[src/rtl/leaky_relu_core.sv]
`default_nettype none
// ============================================================================
//  Module   : leaky_relu_core
//  Purpose  : Registered, streaming Leaky-ReLU activation for signed
//             fixed-point samples. Non-negative samples pass unchanged;
//             negative samples are scaled by alpha = A_NUM / A_DEN, rounded
//             toward -inf and clamped to the output range. One-clock latency,
//             one sample per clock, no backpressure.
//
//  Ports    : clk        in   1       rising-edge clock
//             rst        in   1       asynchronous active-high reset
//             in_data    in   DATA_W  signed input sample (two's complement)
//             in_valid   in   1       in_data qualifier
//             out_data   out  DATA_W  signed activated sample (registered)
//             out_valid  out  1       out_data qualifier (registered)
//
//  Params   : DATA_W  sample width
//             FRAC    fractional bits of the Q format (alpha is a pure ratio,
//                     so this does not change the arithmetic)
//             A_NUM   alpha numerator   (>= 0)
//             A_DEN   alpha denominator (>= 1)
//
//  Revision : 1.0  initial release
// ============================================================================
module leaky_relu_core #(
    parameter int DATA_W = 8,
    parameter int FRAC   = 4,
    parameter int A_NUM  = 1,
    parameter int A_DEN  = 4
) (
    input  logic              clk,
    input  logic              rst,
    input  logic [DATA_W-1:0] in_data,
    input  logic              in_valid,
    output logic [DATA_W-1:0] out_data,
    output logic              out_valid
);

    // ------------------------------------------------------------------------
    // Arithmetic widths
    //   c_prod_w : width that holds x * A_NUM without overflow.
    //   c_calc_w : working width; extra headroom so that A_DEN and the
    //              quotient both fit as signed values in one common width.
    // ------------------------------------------------------------------------
    localparam int c_prod_w = DATA_W + $clog2(A_NUM + 1) + 1;
    localparam int c_calc_w = c_prod_w + $clog2(A_DEN + 1) + 1;

    localparam bit c_den_pow2 = ((A_DEN & (A_DEN - 1)) == 0);

    localparam logic signed [c_calc_w-1:0] c_num = c_calc_w'(A_NUM);

    // Largest / smallest representable output values at working width.
    localparam logic signed [c_calc_w-1:0] c_max =
        {{(c_calc_w - DATA_W + 1){1'b0}}, {(DATA_W - 1){1'b1}}};
    localparam logic signed [c_calc_w-1:0] c_min = ~c_max;

    // FRAC only documents the Q format of the stream.
    localparam logic [31:0] c_frac = 32'(FRAC);
    logic w_unused_frac;
    assign w_unused_frac = ^c_frac;

    // ------------------------------------------------------------------------
    // Datapath
    // ------------------------------------------------------------------------
    logic signed [c_calc_w-1:0] w_x_ext;
    logic signed [c_calc_w-1:0] w_prod;
    logic signed [c_calc_w-1:0] w_quot;
    logic        [DATA_W-1:0]   w_neg_y;
    logic        [DATA_W-1:0]   w_y;

    assign w_x_ext = {{(c_calc_w - DATA_W){in_data[DATA_W-1]}}, in_data};
    assign w_prod  = w_x_ext * c_num;

    generate
        if (c_den_pow2) begin : g_pow2_div
            // An arithmetic right shift already floors toward -inf.
            localparam int c_shift = $clog2(A_DEN);
            assign w_quot = w_prod >>> c_shift;
        end else begin : g_gen_div
            // Native signed division truncates toward zero; step down by one
            // for negative products with a non-zero remainder to get floor.
            localparam logic signed [c_calc_w-1:0] c_den  = c_calc_w'(A_DEN);
            localparam logic signed [c_calc_w-1:0] c_one  = c_calc_w'(1);
            localparam logic signed [c_calc_w-1:0] c_zero = '0;

            logic signed [c_calc_w-1:0] w_trunc;
            logic signed [c_calc_w-1:0] w_rem;

            assign w_trunc = w_prod / c_den;
            assign w_rem   = w_prod % c_den;
            assign w_quot  = ((w_rem != c_zero) && (w_prod < c_zero))
                             ? (w_trunc - c_one) : w_trunc;
        end
    endgenerate

    // Clamp the scaled value into the output range. Only the lower clamp is
    // reachable in practice (negative input, non-negative alpha), but both
    // bounds are kept so the block stays correct for any parameter set.
    always_comb begin
        w_neg_y = w_quot[DATA_W-1:0];
        if (w_quot > c_max) begin
            w_neg_y = c_max[DATA_W-1:0];
        end else if (w_quot < c_min) begin
            w_neg_y = c_min[DATA_W-1:0];
        end
    end

    assign w_y = in_data[DATA_W-1] ? w_neg_y : in_data;

    // ------------------------------------------------------------------------
    // Output registers. out_valid follows in_valid every clock so that an
    // undefined in_data during idle cycles never reaches the qualifier;
    // out_data only loads on accepted samples and otherwise holds.
    // ------------------------------------------------------------------------
    logic [DATA_W-1:0] r_out_data;
    logic              r_out_valid;

    always_ff @(posedge clk or posedge rst) begin
        if (rst) begin
            r_out_data  <= '0;
            r_out_valid <= 1'b0;
        end else begin
            r_out_valid <= in_valid;
            if (in_valid) begin
                r_out_data <= w_y;
            end
        end
    end

    assign out_data  = r_out_data;
    assign out_valid = r_out_valid;

endmodule
`default_nettype wire

[config.mk]
export PLATFORM = sky130hd
export DESIGN_NAME = leaky_relu_core
export DESIGN_NICKNAME = d
export VERILOG_FILES = /design/src/rtl/leaky_relu_core.sv
export SDC_FILE = /design/constraint.sdc
export NUM_CORES = 1
export LEC_CHECK = 0
export CAP_MARGIN = 0
export CORE_AREA = 4 4 41 43
export CTS_CLUSTER_DIAMETER = 30
export CTS_CLUSTER_SIZE = 28
export DETAILED_ROUTE_END_ITERATION = 10
export DIE_AREA = 0 0 45 47
export HOLD_SLACK_MARGIN = 0.03
export SETUP_SLACK_MARGIN = 0.2
export SYNTH_ARGS = -nofsm -noshare
export SYNTH_HDL_FRONTEND = slang
export SYNTH_SLANG_ARGS = --single-unit
[constraint.sdc]
create_clock -name clk -period 1 [get_ports clk]
set_input_delay 0.2 -clock clk [delete_from_list [all_inputs] [get_ports clk]]
set_output_delay 0.2 -clock clk [all_outputs]
set_load 0.02 [all_outputs]
After elaboration in Yosys (flattened, before gate mapping)
Index checks and enable logic that the tools add are counted.
{"block": "word_totals", "ramBits": 0, "ff_bits": 9, "latch_bits": 0, "memories": 0, "rom_bits": 0, "out_inout_bits": 9}
{"block": "op_classes", "mux": 3, "eq_ne": 0, "n_addsub": 0, "div": 0, "n_bitwise": 0, "order_cmp": 2, "shifts": 0, "n_mul": 0, "n_reduce_logical": 0}
{"cell": "$mux W8", "n": 2}
{"cell": "$gt A6 B8 Y1 const B", "n": 1}
{"cell": "$lt A6 B8 Y1 const B", "n": 1}
{"cell": "$mux W7", "n": 1}

Longest topological paths before layout
{"block": "depth", "word_depth": 4, "mapped_depth": 3}

Worst setup path before layout
Ideal clock, no wire load.
{"block": "synth_path", "kind": "reg-to-reg", "from": "register, netlist name out_data[7]", "to": "register r_out_data[7] (netlist: out_data[7])", "path_buffers": 0, "t_required_ns": 0.875, "path_slack_ns": 0.174, "setup_ns": 0.125, "path_stages_with_launch": 2, "arrival_time_ns": 0.701, "cell_sequence": "dfrtp_1 mux2_2"}
{"element": "end signal, assigned", "line": "125", "rtl": "r_out_data <= w_y;"}
{"element": "end, declared", "line": "115", "rtl": "logic [DATA_W-1:0] r_out_data;"}

Worst setup path in the final report
{"block": "layout_path", "from": "register r_out_data[7] (netlist: out_data[7])", "to": "output port out_data[7]"}
{"element": "end, declared", "line": "35", "rtl": "output logic [DATA_W-1:0] out_data,"}
No word-level cell between the ends.

==> summary.txt <==
Outcome
  – Status: finished with violations
  – Failing checks: setup timing

Placement
  – Post-DP HPWL: 671 um
  – Routability congestion estimate from global placement: 0.669
  – Post-DP Area: 584 um2
  – Setup slack at placement: -0.269 ns
  – Port-buffer cells: 19

STA
  – Max Clock Skew: 0 ns
  – Final period util: 1.01
  – Setup violations, final: 1
  – Setup TNS: -0.00855 ns
  – Worst Tran Pin Value: 0.340 ns
  – FMAX: 992 MHz
  – Final worst setup slack: -0.00855 ns
  – Final hold violations: 0
  – Slew Limit Fails: 0
  – Fin Hold WS: 0.194 ns
  – Crit path time final: 1.01 ns
  – Relative slew slack: 0.773
  – RSZ-0062 raised after global routing: true

Floorplan
  – Die Span X: 45 um
  – Row cnt: 13
  – Core area: 1300 um2
  – Die height: 47 um
  – Num ports: 20
  – Initial Util: 0.290
  – Die Area: 2120 um2

GRT
  – GRT Total Usage: 0.118
  – First-pass GRT wire length: 1640 um
  – Vias in the first global route: 393
  – Largest net degree at the start of global routing: 10
  – Antenna violations before repair: 0
  – Grt ovf: 0

Yosys
  – Synth top area share: 0.596
  – Ys Warns: 0
  – Flops & latches, synth: 9
  – Syn Nets: 45
  – Post-synthesis sequential area ratio: 0.596
  – Post-synth cell types: 8
  – Synth Area per Inst: 11.1 um2
  – Largest area contributor in the netlist: dfrtp_1
  – Synth area leaders: dfrtp_1 (60%), mux2i_1 (13%), a21oi_1 (9.3%)
  – Mapped Cells: 34
  – Post-Syn Area: 378 um2

Power
  – Logic pwr share: 0.277
  – Sequential fraction of design power: 0.434
  – Clock group share of total power: 0.289
  – Total Power: 977 uW
  – NetSw: 270 uW
  – Power Density: 1420 nW/um2
  – Internal power: 707 uW
  – Leakage: 0.000316 uW
  – Switch share: 0.276
  – Max VDD drop: 0.513 mV

Clock tree
  – Maximum root-to-sink buffer count: 2
  – CTS H-Tree Depth: 1
  – Total CTS buffers: 3
  – CTS clk-pin slew, worst paths: 0.06 ns
  – Root buf cell: clkbuf_4
  – CTS tree: built
  – Skew-Pair Late Insertion Delay: 0.26 ns
  – Clock sink count: 9

Layout
  – Most frequent cells in the layout: buf_6 (13), clkdlybuf4s50_1 (8), dfrtp_1 (8)
  – Nets: 74
  – # diodes: 0
  – Sequential cell area: 226 um2
  – Fillers: 128
  – Commonest non-fill, non-tap cell in the layout: buf_6
  – Area of the multi-input gates: 148 um2
  – Share of post-route cells with drive strength above 1: 0.387
  – Area grow syn2layout: 81.8%
  – Post-route cell area: 687 um2

Drt
  – Residual DRC count: 0
  – Wirelength, routed: 977 um
  – DR vias: 349
  – Iteration count of the initial detailed-routing pass: 4
  – 1st-iter DRT viols: 4
  – Vias per inst: 4.53
  – Routed len/inst: 12.7 um
  – Routed Antenna Nets: 0

Worst setup path
  – WP data required: 0.80 ns
  – Max FO, Critical Path: 2
  – Worst-path cell chain: buf_6
  – Crit-path slowest cell: dfrtp_2
  – Crit path buf inv count: 1
  – Worst r2r path cells: 2
  – Reg2Reg Capture Point: out_data[7]
  – Crit path DAT: 0.81 ns
  – FF-to-FF Start: out_data[7]
  – WS Path Type: reg2out
  – CP startpoint kind: flop
  – CP delay by family, top: flip-flops
  – CP max stage delay: 0.42 ns
  – Critical Path Sink Type: output port
  – Worst setup path startpoint: out_data[7]
  – Worst reg-to-reg setup slack: 0.09 ns

Hold path
  – Hold Path Class: in2async

Job
  – Max_cap viols: 0
-- worst max-delay path by stage --
stage | end | slack [ns] | cells past startpoint
global placement | out_data[2] | -0.24 | 4
finish | out_data[7] | -0.009 | 1
floorplan | out_data[7] | 0.19 | 1
CTS | out_data[3] | -0.01 | 1
global route | out_data[3] | -0.04 | 1
detailed placement | out_data[2] | -0.27 | 4
-- synthesized netlist by cell type --
cell type,instances
a21oi_1,7
buf_4,1
buf_6,1
dfrtp_1,9
inv_1,1
mux2_2,1
mux2i_1,5
nor2_1,9
-- metrics by stage --
step | std cells | utilization
after floorplan | 34 | -
after detailed placement | 68 | 0.449
after CTS | 75 | 0.503
after global routing | 77 | 0.528
final | 77 | 0.528
after global placement | 68 | 0.449
-- layout make-up --
type | instances | share of cell area
Timing Repair Buffer | 26 | 0.384
Sequential cell | 9 | 0.330
Multi-Input combinational cell | 22 | 0.215
Clock buffer | 4 | 0.0383
Tap cell | 15 | 0.0273
Inverter | 1 | 0.00546
-- metal layers --
| metal | GRT usage | part of all wire |
|---|---|---|
| met3 | 0.0498 | 0.084 |
| met5 | 0 | 0 |
| met1 | 0.138 | 0.41 |
| met4 | 0.105 | 0.0092 |
| met2 | 0.164 | 0.50 |
-- state kept, by name (all words and copies together), names as in the netlist --
register   flops
out_valid      1
out_data       8
-- what timing repair did --
action / CTS / global route
gates cloned: 1 / 0
gates resized for setup: 60 / 5
hold buffers: 0 / 0
pin swaps: 1 / 1
endpoints found under the setup margin: 17 / 10
buffers inserted: 2 / 2
-- power groups by stage --
stage | clock, uW | combinational, uW | sequential (uW)
detailed placement | 0 | 227 | 424
global placement | 0 | 226 | 422
global route | 327 | 292 | 429
finish | 282 | 271 | 424
floorplan | 0 | 59.5 | 465
CTS | 297 | 256 | 424
-- cell families after synthesis --
logic type      after synthesis  synth area share
buf+inv                       3            0.0596
flops                         9             0.596
mux                           6             0.162
simple gates                  9            0.0894
compound gates                7            0.0927
Note: power is estimated with default switching activity, not from simulation.
